`config.mk`:
```
export PLATFORM = sky130hd
export DESIGN_NAME = reg_file_param
export DESIGN_NICKNAME = d
export VERILOG_FILES = /design/src/rtl/reg_file_pkg.sv /design/src/rtl/reg_file_param_word.sv /design/src/rtl/reg_file_param.sv
export SDC_FILE = /design/constraint.sdc
export NUM_CORES = 2
export LEC_CHECK = 0
export CORE_ASPECT_RATIO = 0.5
export CORE_MARGIN = 2
export CORE_UTILIZATION = 60
export DETAILED_ROUTE_END_ITERATION = 16
export PLACE_DENSITY = 0.77
export SETUP_SLACK_MARGIN = 0.2
export SYNTH_ARGS = -nofsm -noshare
export SYNTH_HDL_FRONTEND = slang
export SYNTH_HIERARCHICAL = 1
export SYNTH_SLANG_ARGS = --single-unit
```
`constraint.sdc`:
```
create_clock -name clk -period 2.6 [get_ports clk]
set_clock_uncertainty 0.05 [all_clocks]
set_input_delay 0.52 -clock clk [delete_from_list [all_inputs] [get_ports clk]]
set_output_delay 0.52 -clock clk [all_outputs]
set_load 0.02 [all_outputs]
```
`src/rtl/reg_file_pkg.sv`:
```
// Shared constants and helpers for the parametrised register file.
// Holds the default geometry, the address-width helper and the byte-lane
// merge used by both the array write path and the read bypass path.
package reg_file_pkg;

  localparam int DEFAULT_WIDTH = 32;
  localparam int DEFAULT_DEPTH = 32;

  // Widest word the merge helper handles; callers size-cast in and out.
  localparam int MERGE_MAX_WIDTH = 1024;
  localparam int MERGE_MAX_LANES = MERGE_MAX_WIDTH / 8;

  // Index width for a register file of 'depth' entries (never below 1 bit).
  function automatic int addr_width(input int depth);
    return (depth <= 2) ? 1 : $clog2(depth);
  endfunction

  // Byte-lane merge: lanes with be[i]==1 take new_w, the rest keep old_w.
  function automatic logic [MERGE_MAX_WIDTH-1:0] merge_be(
    input logic [MERGE_MAX_WIDTH-1:0] old_w,
    input logic [MERGE_MAX_WIDTH-1:0] new_w,
    input logic [MERGE_MAX_LANES-1:0] be
  );
    logic [MERGE_MAX_WIDTH-1:0] res;
    res = old_w;
    for (int i = 0; i < MERGE_MAX_LANES; i++) begin
      if (be[i]) res[8*i +: 8] = new_w[8*i +: 8];
    end
    return res;
  endfunction

endpackage

```
`src/rtl/reg_file_param_word.sv`:
```
// reg_word: one WIDTH-bit register with per-byte-lane write enables and an
// asynchronous active-low clear. A word is written whenever any lane enable
// is set; unselected lanes keep their old contents.
module reg_word
  import reg_file_pkg::*;
#(
  parameter int WIDTH = DEFAULT_WIDTH,
  localparam int LANES = WIDTH / 8
) (
  input  logic             clk_i,
  input  logic             rst_ni,
  input  logic [LANES-1:0] be_i,
  input  logic [WIDTH-1:0] d_i,
  output logic [WIDTH-1:0] q_o
);

  logic [WIDTH-1:0] q_q;
  logic [WIDTH-1:0] q_d;

  assign q_d = WIDTH'(merge_be(MERGE_MAX_WIDTH'(q_q), MERGE_MAX_WIDTH'(d_i),
                               MERGE_MAX_LANES'(be_i)));

  // Lane-merged update; clear is asynchronous so outputs drop to 0 at once.
  always_ff @(posedge clk_i or negedge rst_ni) begin
    if (!rst_ni) begin
      q_q <= '0;
    end else if (|be_i) begin
      q_q <= q_d;
    end
  end

  assign q_o = q_q;

endmodule

```
`src/rtl/reg_file_param.sv`:
```
// reg_file_param: DEPTH x WIDTH register file, one byte-strobed write port,
// two registered read ports with one cycle of latency.
// Optional macro REG_FILE_BYPASS_EN: a read of the address written in the
// same cycle returns the merged new word instead of the pre-write contents.
// Interface timing: no handshake. wr_en and rd_en_x are single-cycle
// requests accepted unconditionally on the posedge where they are high; there
// is no ready/backpressure, and read data appears one posedge after rd_en_x.
module reg_file_param
  import reg_file_pkg::*;
#(
  parameter int WIDTH    = DEFAULT_WIDTH,
  parameter int DEPTH    = DEFAULT_DEPTH,
  parameter int ZERO_REG = 1,
  localparam int AW      = addr_width(DEPTH),
  localparam int LANES   = WIDTH / 8
) (
  input  logic             clk,
  input  logic             reset,
  input  logic             wr_en,
  input  logic [AW-1:0]    wr_addr,
  input  logic [LANES-1:0] wr_be,
  input  logic [WIDTH-1:0] wr_data,
  input  logic             rd_en_a,
  input  logic [AW-1:0]    rd_addr_a,
  output logic [WIDTH-1:0] rd_data_a,
  input  logic             rd_en_b,
  input  logic [AW-1:0]    rd_addr_b,
  output logic [WIDTH-1:0] rd_data_b
);

  logic [WIDTH-1:0] rf_q [DEPTH];
  logic             wr_valid;
  logic [WIDTH-1:0] rd_word_a;
  logic [WIDTH-1:0] rd_word_b;
  logic [WIDTH-1:0] rd_data_a_q;
  logic [WIDTH-1:0] rd_data_b_q;

  // Address lies inside the implemented array (DEPTH need not be 2^AW).
  function automatic logic in_range(input logic [AW-1:0] addr);
    return 32'(addr) < DEPTH;
  endfunction

  // Address maps onto the hardwired zero register.
  function automatic logic is_zero_reg(input logic [AW-1:0] addr);
    return (ZERO_REG != 0) && (addr == '0);
  endfunction

  assign wr_valid = wr_en && in_range(wr_addr) && !is_zero_reg(wr_addr);

`ifdef REG_FILE_BYPASS_EN
  logic [WIDTH-1:0] bypass_word;
  assign bypass_word = WIDTH'(merge_be(MERGE_MAX_WIDTH'(rf_q[wr_addr]),
                                       MERGE_MAX_WIDTH'(wr_data),
                                       MERGE_MAX_LANES'(wr_be)));
`endif

  // Storage array; entry 0 is a constant zero when ZERO_REG is set.
  for (genvar g = 0; g < DEPTH; g++) begin : g_regs
    if ((ZERO_REG != 0) && (g == 0)) begin : g_zero
      assign rf_q[g] = '0;
    end else begin : g_word
      logic [LANES-1:0] lane_we;
      assign lane_we = (wr_valid && (wr_addr == AW'(g))) ? wr_be : '0;
      reg_word #(.WIDTH(WIDTH)) u_word (
        .clk_i  (clk),
        .rst_ni (reset),
        .be_i   (lane_we),
        .d_i    (wr_data),
        .q_o    (rf_q[g])
      );
    end
  end

  // Port A read mux: zero for out-of-range or zero register, else array/bypass.
  always_comb begin
    rd_word_a = '0;
    if (in_range(rd_addr_a) && !is_zero_reg(rd_addr_a)) rd_word_a = rf_q[rd_addr_a];
`ifdef REG_FILE_BYPASS_EN
    if (wr_valid && (rd_addr_a == wr_addr)) rd_word_a = bypass_word;
`endif
  end

  // Port B read mux, same rules as port A.
  always_comb begin
    rd_word_b = '0;
    if (in_range(rd_addr_b) && !is_zero_reg(rd_addr_b)) rd_word_b = rf_q[rd_addr_b];
`ifdef REG_FILE_BYPASS_EN
    if (wr_valid && (rd_addr_b == wr_addr)) rd_word_b = bypass_word;
`endif
  end

  // Output registers: load on read enable, hold otherwise, clear on reset.
  always_ff @(posedge clk or negedge reset) begin
    if (!reset) begin
      rd_data_a_q <= '0;
      rd_data_b_q <= '0;
    end else begin
      if (rd_en_a) rd_data_a_q <= rd_word_a;
      if (rd_en_b) rd_data_b_q <= rd_word_b;
    end
  end

  assign rd_data_a = rd_data_a_q;
  assign rd_data_b = rd_data_b_q;

endmodule

```
==> results.txt <==
----------------------------------------------------
[Placement]
  Number of input and output port buffers inserted ... 119
  Half-perimeter wire length after detailed placement ... 122000 µm
  Final weighted congestion in routability-driven placement ... 0.989
  Cell count after placement ... 5300

[Drt]
  Routed via count divided by cell count ... 7.04
  Initial DRC Count ... 4765
  DR WL/cell ... 32.7 µm
  DRC errors left ... 0
  Antenna-violating nets left ... 0
  Drt pass-1 iters ... 6
  Aggregate routed wire length ... 180000 µm
  Routed vias ... 38600

[Synth]
  Syn Inst Count ... 3676
  Prevailing post-synth register cell ... sky130_fd_sc_hd__dfrtp_1
  Yosys cell types ... 46
  Number of flops mapped to enable cells by yosys ... 0
  Number of register bits inferred by synthesis ... 1056
  Cell accounting for the most synthesized area ... sky130_fd_sc_hd__dfrtp_1
  Fraction of registers with async set/reset ... 1.00
  Netlist area before placement ... 60200 µm²
  Net count after synthesis ... 3732
  Synth top area cells ... sky130_fd_sc_hd__dfrtp_1 (44%), sky130_fd_sc_hd__mux2_4 (25%), sky130_fd_sc_hd__mux4_2 (17%)
  Sequential share of the synthesized area ... 0.439
  Fraction of post-synthesis cell area in the top cell type by area ... 0.439
  Average cell area after synthesis ... 16.4 µm²
  Yosys warnings ... 6

[GRT]
  Antenna violations before repair ... 14
  Number of global-route vias before repair ... 40000
  Total Routing Usage GR ... 0.351
  First-pass GRT wire length ... 272000 µm
  Largest net degree at the start of global routing ... 90
  Final global-route overflow total ... 0

[Clock network]
  Number of buffers created by CTS ... 97
  Number of clock sinks seen by CTS ... 1056
  Maximum level of the CTS H-tree ... 3
  Buffer cell driving the clock tree root ... sky130_fd_sc_hd__clkbuf_16
  Post-CTS Setup Repair Bufs ... 0
  Clock network latency to the later pin of the worst-skew pair ... 0.71 ns
  TritonCTS clock tree ... yes
  Clk pin slew, worst setup/hold paths ... 0.06 ns
  Maximum buffer depth of the clock tree ... 3

[Cells and area]
  Final core utilization ... 0.704
  Fill cell count ... 6043
  Storage cell area ... 26400 µm²
  Ratio of cells with drive above 1 in the final layout ... 0.533
  Total area of multi-input combinational cells ... 31400 µm²
  Growth of design area from synthesis to finish ... 16.7%
  Nets ... 4112
  Number of cells in the finished layout apart from fillers ... 5483

[STA]
  Tcrit/Tclk final ... 0.962
  Final slew viol count ... 0
  Worst slack on hold paths ... 0.261 ns
  Highest clock frequency the design can meet ... 0.400 GHz
  Accumulated negative setup slack ... 0 ns
  Final setup fails ... 0
  Final min period ... 2.50 ns
  Hold Fails Final Rpt ... 0
  Relative slew margins ... 0.0607
  Pin slew with the least headroom to its limit ... 1.37 ns
  Unrepaired setup endpoints after global routing ... yes

[Die]
  DIE WIDTH ... 452 µm
  Full die area ... 103000 µm²
  Row Count ... 82
  Height of the chip ... 228 µm
  Standard cell core area ... 99800 µm²
  I/O pin count ... 120
  Starting Density ... 0.603

[Power]
  Combinational power share ... 0.209
  Power share of the clock group ... 0.336
  Switch Pwr ... 12.4 mW
  Sw Share ... 0.272
  Internal power summed over all cells ... 33.2 mW
  Power density over the cells ... 648 nW/µm²
  Share of total power in sequential cells ... 0.455
  Maximum vdd ir drop ... 0.000585 V
  Leak ... 31.4 nW

[Setup path]
  Largest stage delay on the critical path ... 0.65 ns
  Worst endpoint data arrival time ... 3.02 ns
  Setup crit end kind ... flop
  Kind of critical path ... in2reg
  Worst Path Required ... 3.12 ns
  Origin of the critical flop-to-flop path ... g_regs[14].g_word.u_word/q_o[12]$_DFFE_PN0P_
  Setup crit start kind ... primary input
  Crit Path Max Fanout ... 8
  List of cells traversed by the critical path ... clkdlybuf4s50_1 -> buf_4 -> nand3_1 -> nor2_1 -> buf_4 -> and2_1 -> buf_12 -> mux2_4
  Most frequent cell on the critical path ... sky130_fd_sc_hd__buf_4
  Start point of the critical path ... wr_addr[4]
  Crit-path slowest cell ... sky130_fd_sc_hd__nor2_1

[Min path]
  Class of the worst hold path ... in2async

[Run]
  Max-cap check violation count ... 0

[Outcome]
  Status ... complete, no violations

----------------------------------------------------
-- cell usage in the layout, fill, tap and decap left out, drive strengths merged, types with 4 or more instances in the layout --
cell type,count
clkdlybuf4s50,84
nand3,9
a31oi,32
a221o,31
clkbuf,148
nor2b,38
mux2i,71
a211oi,64
clkinv,17
a22o,43
a22oi,19
and2,125
a211o,61
mux4,443
inv,8
buf,514
a2111oi,32
nand2b,16
a221oi,64
diode,4
dfrtp,1056
dlygate4sd2,26
a21oi,31
bufinv,10
nand2,9
o211ai,20
nor2,80
mux2,1057
-- worst max-delay path: cells and delay by family --
family,cells,cell delay [ns]
and+or+nand+nor,3,0.96
buffers and inverters,4,1.22
muxes,1,0.30
-- worst paths after layout --
kind / to / slack [ns] / depth (start not counted)
worst min register to register: rd_data_a[19]$_DFFE_PN0P_ / 0.45 / 1
worst max register to register: rd_data_b[12]$_DFFE_PN0P_ / 0.35 / 4
worst max-delay path: g_regs[19].g_word.u_word/q_o[13]$_DFFE_PN0P_ / 0.1 / 8
worst min-delay path: g_regs[18].g_word.u_word/q_o[4]$_DFFE_PN0P_ / 0.26 / 2
min in group clk: rd_data_b[18]$_DFFE_PN0P_ / 0.33 / 3
max in group asynchronous: g_regs[23].g_word.u_word/q_o[28]$_DFFE_PN0P_ / 1.19 / 4
-- cells in the mapped netlist (2+ instances only) --
| master | number |
|---|---|
| sky130_fd_sc_hd__clkbuf_1 | 127 |
| sky130_fd_sc_hd__buf_1 | 15 |
| sky130_fd_sc_hd__or2_2 | 3 |
| sky130_fd_sc_hd__a31oi_1 | 32 |
| sky130_fd_sc_hd__nor2_1 | 80 |
| sky130_fd_sc_hd__a22o_1 | 43 |
| sky130_fd_sc_hd__mux2_4 | 992 |
| sky130_fd_sc_hd__inv_1 | 6 |
| sky130_fd_sc_hd__mux2_1 | 2 |
| sky130_fd_sc_hd__nand3_1 | 9 |
| sky130_fd_sc_hd__nor2b_1 | 38 |
| sky130_fd_sc_hd__buf_6 | 137 |
| sky130_fd_sc_hd__nand2b_1 | 16 |
| sky130_fd_sc_hd__nor3b_1 | 2 |
| sky130_fd_sc_hd__a211o_1 | 61 |
| sky130_fd_sc_hd__a221oi_2 | 22 |
| sky130_fd_sc_hd__o22ai_1 | 2 |
| sky130_fd_sc_hd__dfrtp_1 | 1056 |
| sky130_fd_sc_hd__nor3_1 | 3 |
| sky130_fd_sc_hd__a211oi_1 | 64 |
| sky130_fd_sc_hd__o211ai_1 | 20 |
| sky130_fd_sc_hd__nor4_1 | 2 |
| sky130_fd_sc_hd__a21oi_1 | 31 |
| sky130_fd_sc_hd__mux2i_1 | 71 |
| sky130_fd_sc_hd__mux4_2 | 443 |
| sky130_fd_sc_hd__buf_4 | 16 |
| sky130_fd_sc_hd__and2_1 | 124 |
| sky130_fd_sc_hd__buf_2 | 49 |
| sky130_fd_sc_hd__a221oi_1 | 42 |
| sky130_fd_sc_hd__a2111oi_0 | 32 |
| sky130_fd_sc_hd__a221o_1 | 31 |
| sky130_fd_sc_hd__and3_1 | 3 |
| sky130_fd_sc_hd__nand2_1 | 9 |
| sky130_fd_sc_hd__mux2_2 | 63 |
| sky130_fd_sc_hd__a22oi_1 | 19 |
-- cell families (layout without fill, tap and decap cells) --
group / Yosys count / count (layout) / synth area share
buffers and inverters: 350 / 809 / 0.0409
other: 0 / 4 / 0
flip-flops: 1056 / 1056 / 0.439
AND/OR/NAND/NOR: 294 / 294 / 0.0268
AO/OA/AOI/OAI: 405 / 405 / 0.0564
multiplexers: 1571 / 1571 / 0.437
-- final cells by class --
| class | count | area share |
|---|---|---|
| Multi-Input combinational cell | 2270 | 0.446 |
| Sequential cell | 1056 | 0.376 |
| Timing Repair Buffer | 625 | 0.106 |
| Clock buffer | 148 | 0.0416 |
| Tap cell | 1344 | 0.0239 |
| Clock inverter | 30 | 0.00584 |
| Inverter | 6 | 0.000320 |
| Antenna cell | 4 | 0.000142 |
-- power groups by stage --
stage	clock network, mW	logic, mW	registers [mW]
CTS	15.4	9.44	20.6
global route	16.1	9.95	20.9
detailed placement	0	9.40	20.8
global placement	0	9.14	20.6
finish	15.3	9.52	20.7
floorplan	0	6.36	20.2
-- what timing repair did --
| action | 4_1_cts | 5_1_grt |
|---|---|---|
| gates resized for setup | 27 | 1 |
| gates cloned | 0 | 0 |
| hold buffers | 1 | 0 |
| endpoints found under the setup margin | 58 | 74 |
| hold endpoints to repair | 24 | 0 |
-- sequential cells by signal, indices dropped and copies added (netlist names) --
register,count
rd_data_a,32
rd_data_b,32
g_regs.g_word.u_word/q_o,992
-- per-layer routing --
layer  track usage  part of all wire
met3         0.105              0.11
met1         0.508              0.41
met4         0.117             0.035
met5             0           0.00043
met2         0.512              0.45
-- per-stage QoR --
stage                     instance area [µm²]  power, mW  worst slack (ns)
after global routing                    70300       46.9             0.132
after CTS                               70300       45.4             0.203
final                                   70300       45.6            0.0978
after global placement                  67000       29.8            -0.501
after detailed placement                67000       30.2            -0.547
after floorplan                         60200       26.6             0.169
(Power assumes the default switching activity.)
